$ cat src/rtl/rob_param_pkg.sv
// Shared defaults, instruction-class flags and FSM encoding for the reorder buffer.
package rob_param_pkg;

  localparam int unsigned ROB_DEPTH  = 16;
  localparam int unsigned ROB_NAME_W = 5;
  localparam int unsigned ROB_DATA_W = 32;
  localparam int unsigned ROB_ADDR_W = 32;

  localparam logic STORE = 1'b1;
  localparam logic JUMP  = 1'b1;

  typedef enum logic {
    RUN        = 1'b0,
    STORE_WAIT = 1'b1
  } rob_state_e;

  // A resolved branch whose actual direction differs from the prediction.
  function automatic logic is_mispredict(input logic branch, input logic pd, input logic ac);
    return (branch == JUMP) && (pd != ac);
  endfunction

endpackage

$ cat src/rtl/rob_ptr_ctrl.sv
// Head/tail/count bookkeeping for the reorder buffer plus nick<->index mapping.
module rob_ptr_ctrl
  import rob_param_pkg::*;
#(
  parameter int unsigned DEPTH = ROB_DEPTH,
  parameter int unsigned IDX_W = $clog2(DEPTH),
  parameter int unsigned TAG_W = IDX_W + 1
) (
  input  logic             clk,
  input  logic             rst,
  input  logic             alloc,
  input  logic             retire,
  input  logic             flush,
  input  logic [TAG_W-1:0] ex_nick,
  input  logic [TAG_W-1:0] slb_nick,
  output logic [IDX_W-1:0] head,
  output logic [IDX_W-1:0] tail,
  output logic [IDX_W-1:0] ex_idx_c,
  output logic [IDX_W-1:0] slb_idx_c,
  output logic [TAG_W-1:0] head_nick_c,
  output logic [TAG_W-1:0] tail_nick_c,
  output logic             ex_tag_ok_c,
  output logic             slb_tag_ok_c,
  output logic             full_c
);

  localparam int unsigned CNT_W = IDX_W + 1;

  logic [CNT_W-1:0] count_q;

  // Pointers wrap naturally because DEPTH is a power of two.
  always_ff @(posedge clk) begin
    if (rst || flush) begin
      head    <= '0;
      tail    <= '0;
      count_q <= '0;
    end else begin
      if (alloc)  tail <= tail + IDX_W'(1);
      if (retire) head <= head + IDX_W'(1);
      case ({alloc, retire})
        2'b10:   count_q <= count_q + CNT_W'(1);
        2'b01:   count_q <= count_q - CNT_W'(1);
        default: count_q <= count_q;
      endcase
    end
  end

  assign full_c = (count_q == CNT_W'(DEPTH));

  // Nick 0 means "no tag"; nick n names entry n-1.
  assign head_nick_c  = TAG_W'(head) + TAG_W'(1);
  assign tail_nick_c  = TAG_W'(tail) + TAG_W'(1);
  assign ex_idx_c     = IDX_W'(ex_nick - TAG_W'(1));
  assign slb_idx_c    = IDX_W'(slb_nick - TAG_W'(1));
  assign ex_tag_ok_c  = (ex_nick != '0) && (ex_nick <= TAG_W'(DEPTH));
  assign slb_tag_ok_c = (slb_nick != '0) && (slb_nick <= TAG_W'(DEPTH));

endmodule

$ cat src/rtl/rob_param.sv
// Parametrised reorder buffer: in-order allocate/retire, out-of-order writeback,
// store-commit handshake and branch-mispredict flush.
module rob_param
  import rob_param_pkg::*;
#(
  parameter int unsigned DEPTH  = ROB_DEPTH,
  parameter int unsigned IDX_W  = $clog2(DEPTH),
  parameter int unsigned TAG_W  = IDX_W + 1,
  parameter int unsigned NAME_W = ROB_NAME_W,
  parameter int unsigned DATA_W = ROB_DATA_W,
  parameter int unsigned ADDR_W = ROB_ADDR_W
) (
  input  logic              clk,
  input  logic              rst,
  input  logic              rdy,
  output logic              oINF_full,
  input  logic              iIND_en,
  input  logic [NAME_W-1:0] iIND_rd_regnm,
  input  logic              iIND_store,
  input  logic              iIND_branch,
  input  logic              iIND_pd,
  output logic              oROB_nick_en,
  output logic [TAG_W-1:0]  oROB_nick,
  input  logic              iEX_en,
  input  logic [TAG_W-1:0]  iEX_nick,
  input  logic [DATA_W-1:0] iEX_dt,
  input  logic              iEX_ac,
  input  logic [ADDR_W-1:0] iEX_j_pc,
  input  logic              iSLB_en,
  input  logic [TAG_W-1:0]  iSLB_nick,
  input  logic [DATA_W-1:0] iSLB_dt,
  output logic              oSLB_store_en,
  output logic [TAG_W-1:0]  oSLB_store_nick,
  input  logic              iSLB_store_done,
  output logic              oRF_en,
  output logic [NAME_W-1:0] oRF_rd_regnm,
  output logic [DATA_W-1:0] oRF_rd_dt,
  output logic [TAG_W-1:0]  oRF_rd_nick,
  output logic              clr,
  output logic [ADDR_W-1:0] oINF_j_pc
);

  rob_state_e state_q, state_n;

  logic [IDX_W-1:0] head, tail, ex_idx, slb_idx;
  logic [TAG_W-1:0] head_nick, tail_nick;
  logic             ex_tag_ok, slb_tag_ok, full;
  logic             alloc, retire, flush, ex_wb, slb_wb;

  logic [DEPTH-1:0]  valid_q, ready_q, store_q, branch_q, pd_q, ac_q;
  logic [NAME_W-1:0] regnm_q [DEPTH];
  logic [DATA_W-1:0] dt_q    [DEPTH];
  logic [ADDR_W-1:0] j_pc_q  [DEPTH];

  logic              head_valid, head_ready, head_store, head_branch, head_pd, head_ac;
  logic [NAME_W-1:0] head_regnm;
  logic [DATA_W-1:0] head_dt;
  logic [ADDR_W-1:0] head_j_pc;

  logic              rf_en_n, st_en_n, clr_n;
  logic [NAME_W-1:0] rf_regnm_n;
  logic [DATA_W-1:0] rf_dt_n;
  logic [TAG_W-1:0]  rf_nick_n, st_nick_n;
  logic [ADDR_W-1:0] j_pc_n;

  rob_ptr_ctrl #(
    .DEPTH (DEPTH),
    .IDX_W (IDX_W),
    .TAG_W (TAG_W)
  ) u_ptr (
    .clk          (clk),
    .rst          (rst),
    .alloc        (alloc),
    .retire       (retire),
    .flush        (flush),
    .ex_nick      (iEX_nick),
    .slb_nick     (iSLB_nick),
    .head         (head),
    .tail         (tail),
    .ex_idx_c     (ex_idx),
    .slb_idx_c    (slb_idx),
    .head_nick_c  (head_nick),
    .tail_nick_c  (tail_nick),
    .ex_tag_ok_c  (ex_tag_ok),
    .slb_tag_ok_c (slb_tag_ok),
    .full_c       (full)
  );

  // Dispatch-side handshake; the flush cycle looks full to decode.
  assign oINF_full    = full || clr;
  assign oROB_nick_en = iIND_en && !oINF_full && rdy;
  assign oROB_nick    = oROB_nick_en ? tail_nick : '0;
  assign alloc        = oROB_nick_en;

  assign ex_wb  = rdy && !clr && iEX_en  && ex_tag_ok  && valid_q[ex_idx];
  assign slb_wb = rdy && !clr && iSLB_en && slb_tag_ok && valid_q[slb_idx];

  assign head_valid  = valid_q[head];
  assign head_ready  = ready_q[head];
  assign head_store  = store_q[head];
  assign head_branch = branch_q[head];
  assign head_pd     = pd_q[head];
  assign head_ac     = ac_q[head];
  assign head_regnm  = regnm_q[head];
  assign head_dt     = dt_q[head];
  assign head_j_pc   = j_pc_q[head];

  // Entry status bits; flush empties the whole buffer.
  always_ff @(posedge clk) begin
    if (rst || flush) begin
      valid_q <= '0;
      ready_q <= '0;
    end else begin
      if (alloc) begin
        valid_q[tail] <= 1'b1;
        ready_q[tail] <= 1'b0;
      end
      if (slb_wb) ready_q[slb_idx] <= 1'b1;
      if (ex_wb)  ready_q[ex_idx]  <= 1'b1;
      if (retire) begin
        valid_q[head] <= 1'b0;
        ready_q[head] <= 1'b0;
      end
    end
  end

  // Entry payload; EX is written last so it wins a same-tag collision with SLB.
  always_ff @(posedge clk) begin
    if (alloc) begin
      regnm_q[tail]  <= iIND_rd_regnm;
      store_q[tail]  <= iIND_store;
      branch_q[tail] <= iIND_branch;
      pd_q[tail]     <= iIND_pd;
      ac_q[tail]     <= 1'b0;
    end
    if (slb_wb) dt_q[slb_idx] <= iSLB_dt;
    if (ex_wb) begin
      dt_q[ex_idx]   <= iEX_dt;
      ac_q[ex_idx]   <= iEX_ac;
      j_pc_q[ex_idx] <= iEX_j_pc;
    end
  end

  // Retire FSM: next state and next registered outputs.
  always_comb begin
    state_n    = state_q;
    retire     = 1'b0;
    flush      = 1'b0;
    rf_en_n    = 1'b0;
    rf_regnm_n = oRF_rd_regnm;
    rf_dt_n    = oRF_rd_dt;
    rf_nick_n  = oRF_rd_nick;
    st_en_n    = 1'b0;
    st_nick_n  = oSLB_store_nick;
    clr_n      = 1'b0;
    j_pc_n     = oINF_j_pc;
    if (rdy && !clr) begin
      case (state_q)
        RUN: begin
          if (head_valid) begin
            if (head_store == STORE) begin
              st_en_n   = 1'b1;
              st_nick_n = head_nick;
              state_n   = STORE_WAIT;
            end else if (head_ready) begin
              rf_en_n    = (head_regnm != '0);
              rf_regnm_n = head_regnm;
              rf_dt_n    = head_dt;
              rf_nick_n  = head_nick;
              if (is_mispredict(head_branch, head_pd, head_ac)) begin
                flush  = 1'b1;
                clr_n  = 1'b1;
                j_pc_n = head_j_pc;
              end else begin
                retire = 1'b1;
              end
            end
          end
        end
        STORE_WAIT: begin
          if (iSLB_store_done) begin
            retire  = 1'b1;
            state_n = RUN;
          end
        end
        default: state_n = RUN;
      endcase
    end
  end

  always_ff @(posedge clk) begin
    if (rst) begin
      state_q         <= RUN;
      oRF_en          <= 1'b0;
      oRF_rd_regnm    <= '0;
      oRF_rd_dt       <= '0;
      oRF_rd_nick     <= '0;
      oSLB_store_en   <= 1'b0;
      oSLB_store_nick <= '0;
      clr             <= 1'b0;
      oINF_j_pc       <= '0;
    end else begin
      state_q         <= state_n;
      oRF_en          <= rf_en_n;
      oRF_rd_regnm    <= rf_regnm_n;
      oRF_rd_dt       <= rf_dt_n;
      oRF_rd_nick     <= rf_nick_n;
      oSLB_store_en   <= st_en_n;
      oSLB_store_nick <= st_nick_n;
      clr             <= clr_n;
      oINF_j_pc       <= j_pc_n;
    end
  end

endmodule

$ cat config.mk
export PLATFORM = sky130hd
export DESIGN_NAME = rob_param
export DESIGN_NICKNAME = d
export VERILOG_FILES = /design/src/rtl/rob_param_pkg.sv /design/src/rtl/rob_ptr_ctrl.sv /design/src/rtl/rob_param.sv
export SDC_FILE = /design/constraint.sdc
export NUM_CORES = 2
export LEC_CHECK = 0
export BUFFER_PORTS_ARGS = -buffer_cell sky130_fd_sc_hd__clkbuf_2
export CAP_MARGIN = 20
export CORE_ASPECT_RATIO = 1.2
export CORE_MARGIN = 2
export CORE_UTILIZATION = 25
export DETAILED_ROUTE_END_ITERATION = 8
export PLACE_DENSITY = 0.35
export SETUP_SLACK_MARGIN = 0.15
export SLEW_MARGIN = 30
export SYNTH_ARGS = -nofsm -noshare
export SYNTH_HDL_FRONTEND = slang
export SYNTH_HIERARCHICAL = 1
export SYNTH_SLANG_ARGS = --single-unit
$ cat constraint.sdc
create_clock -name clk -period 14.4 [get_ports clk]
set_input_delay 4.32 -clock clk [delete_from_list [all_inputs] [get_ports clk]]
set_output_delay 4.32 -clock clk [all_outputs]
set_load 0.1 [all_outputs]
==> flow_summary.json <==
{
  "seq_area_frac_synth_pct": 66.4,
  "cp-end-kind": "primary output",
  "post-route-period-util_pct": 71.2,
  "synth_edf_count": 1152,
  "clock-skew-final_ns": 0.0443,
  "rsz0062_at_grt": "false",
  "intPower_mw": 6.36,
  "rows": 191,
  "p_clk_share_pct": 46.6,
  "yosys_warnings": 6,
  "drc": 0,
  "hold_buffers": 0,
  "die_area_um2": 230000,
  "r2r-end": "u_ptr/count_q[4]",
  "boundaryPins": 211,
  "clkTransAtPathRegs_ns": 0.05,
  "fin_util_pct": 29.3,
  "dp_hpwl_mm": 103,
  "min_path_type": "register to register",
  "drt_iter0_drc": 2008,
  "first_pass_iters": 5,
  "worstSkewPairLatency_ns": 0.80,
  "cts_buffers": 154,
  "cts_resized": 0,
  "tightest_slew_ns": 1.03,
  "num_vias": 30493,
  "power.ir.vdd_worst_mv": 0.0843,
  "synth.avg_cell_area_um2": 18.5,
  "area_growth_pct": 16.9,
  "ant_nets": 0,
  "design_area_um2": 66000,
  "syn-cell-area_um2": 56400,
  "period_minus_slack_ns": 10.25,
  "p_sw_share_pct": 21.4,
  "synth.net_count": 3175,
  "cts_root_buffer": "clkbuf_16",
  "die_h_um": 524,
  "grt_max_degree": 129,
  "finalWeightedCongestion": 0.742,
  "finalHoldViolCount": 0,
  "cp-start-kind": "input port",
  "ys_ff_latch": 1296,
  "grt_antenna_before_repair": 37,
  "hold_depth": 2,
  "overflow": 0,
  "min_from": "oRF_rd_dt[2]",
  "drv_cap": 0,
  "comb_power_share_pct": 2.9,
  "max_slew_margin_pct": 31.6,
  "outcome": "completed",
  "post-synth-top-area-cell": "edfxtp_1",
  "layout_common_cells": "1152 x edfxtp_1, 514 x mux2_2, 373 x mux4_2",
  "r2r-start": "u_ptr/head[1]",
  "grt_pass1_vias": 33177,
  "start_util_pct": 25.1,
  "tns_ns": 0,
  "cts_tree": "done",
  "power_mw": 8.10,
  "die_x_um": 438,
  "drive_above_1_share_pct": 43.1,
  "clock_tree.buffer_depth": 3,
  "cts.sinks": 1296,
  "power.density_nw_per_um2": 123,
  "ys_async_sr_fraction_pct": 0,
  "synth_top_area_share_pct": 61.3,
  "final_common_cell": "edfxtp_1",
  "cp.arrival_ns": 5.93,
  "seqPwrFrac_pct": 50.6,
  "max_freq_mhz": 97.6,
  "placed_area_um2": 61100,
  "ys_types": 58,
  "avgViaCountPerCell": 4.80,
  "worst-r2r-setup-slack_ns": 9.12,
  "global_route.usage.total_pct": 16.5,
  "layout.nets": 3363,
  "worstHoldEndpoint": "oRF_rd_dt[2]",
  "post_cts_buffers": 0,
  "whs_ns": 0.457,
  "switchingPower_mw": 1.74,
  "grt_pass1_wl_mm": 267,
  "setup_viol": 0,
  "r2r_cells": 13,
  "synthFlopType": "edfxtp_1",
  "required_ns": 10.08,
  "port_buffers": 210,
  "wl_per_cell_um": 30.1,
  "slew_viol_final": 0,
  "leakagePower_nw": 19.9,
  "crit_fanout": 14,
  "totalWireLength_mm": 191,
  "timing_worst_setup_path_type": "input port to primary output",
  "coreArea_um2": 225000,
  "h-tree-depth": 4,
  "synth_top_cells_by_area": "edfxtp_1 61%, mux4_2 15%, mux2_2 10%",
  "syn_inst": 3046
}
flip-flops by register name, indices dropped and copies added (netlist names), 4 cells and up:
signal,count
u_ptr/tail,4
oSLB_store_nick,5
ready_q,16
pd_q,16
dt_q,512
j_pc_q,512
oRF_rd_nick,5
regnm_q,80
branch_q,16
store_q,16
oRF_rd_dt,32
u_ptr/head,4
u_ptr/count_q,5
ac_q,16
oRF_rd_regnm,5
valid_q,16
oINF_j_pc,32
kinds of logic after synthesis:
family | count (synthesis) | synth area share [%]
adders and majority gates | 7 | 0.155
muxes | 907 | 25.5
and+or+nand+nor | 308 | 2.61
buffers and inverters | 287 | 2.33
xor gates and xnor gates | 21 | 0.339
DFF | 1296 | 66.4
AOI/OAI and AO/OA | 220 | 2.66
synth_stat cells, drive strengths merged (3+ instances only):
| master | instances |
|---|---|
| edfxtp | 1152 |
| mux2 | 514 |
| mux4 | 373 |
| dfxtp | 144 |
| nand2 | 134 |
| clkbuf | 130 |
| buf | 128 |
| a21oi | 97 |
| nor2 | 63 |
| nand4 | 36 |
| a211oi | 34 |
| o31ai | 32 |
| inv | 29 |
| mux2i | 20 |
| nor3 | 18 |
| o21ai | 18 |
| xor2 | 15 |
| o22ai | 12 |
| nand3 | 9 |
| nand2b | 8 |
| nor2b | 8 |
| a22oi | 7 |
| ha | 7 |
| and2 | 6 |
| xnor2 | 6 |
| and3 | 5 |
| nand4b | 5 |
| o21bai | 4 |
| a22o | 3 |
| or2 | 3 |
metrics by stage:
| stage | cells | worst slack [ns] |
|---|---|---|
| CTS | 6348 | 4.14 |
| finish | 6353 | 4.15 |
| global placement | 6067 | 4.21 |
| global route | 6352 | 3.97 |
| detailed placement | 6069 | 4.14 |
| floorplan | 3046 | 3.75 |
per-layer routing:
layer | routed length, um | GRT usage, % | vias up | share of wire (%)
met5 | 204 | 0 | - | 0.11
met4 | 4920 | 4.86 | 32 | 2.6
met3 | 8270 | 3.05 | 285 | 4.3
met2 | 96900 | 28.7 | 759 | 51
met1 | 80800 | 20.9 | 16636 | 42
li1 | - | - | 12781 | -
power groups by stage:
stage / clock, mW / combinational (mW) / sequential [mW]
floorplan: 0 / 0.134 / 4.17
global placement: 0 / 0.222 / 4.17
detailed placement: 0 / 0.234 / 4.17
CTS: 3.89 / 0.235 / 4.09
global route: 4.02 / 0.255 / 4.09
finish: 3.77 / 0.233 / 4.09
final cells by class:
| type | instances | area, um2 |
|---|---|---|
| fillers | 22288 | 159000 |
| flip-flops and latches | 1296 | 37500 |
| multi-input cells | 1463 | 18000 |
| clock buffers | 218 | 4200 |
| well taps | 2991 | 3740 |
| repair buffers | 290 | 1750 |
| clock inverters | 61 | 628 |
| inverters | 29 | 109 |
| diodes | 5 | 12.5 |
critical path, cell delays in order:
cell      delay [ns]
clkbuf_2        0.13
nor2b_1         0.37
nand3b_1        0.15
inv_1           0.32
and2_1          0.19
clkbuf_2        0.45
worst max path at each step:
stage / start / end / slack, ns / cells after the start
6_report: rdy / oROB_nick[2] / 4.15 / 6
5_1_grt: rdy / oROB_nick[0] / 3.97 / 6
4_1_cts: rdy / oROB_nick[4] / 4.14 / 6
3_5_place_dp: rdy / oROB_nick[0] / 4.14 / 6
3_3_place_gp: rdy / oROB_nick[3] / 4.21 / 6
2_1_floorplan: rdy / oROB_nick[0] / 3.75 / 4
(Power assumes the default switching activity.)
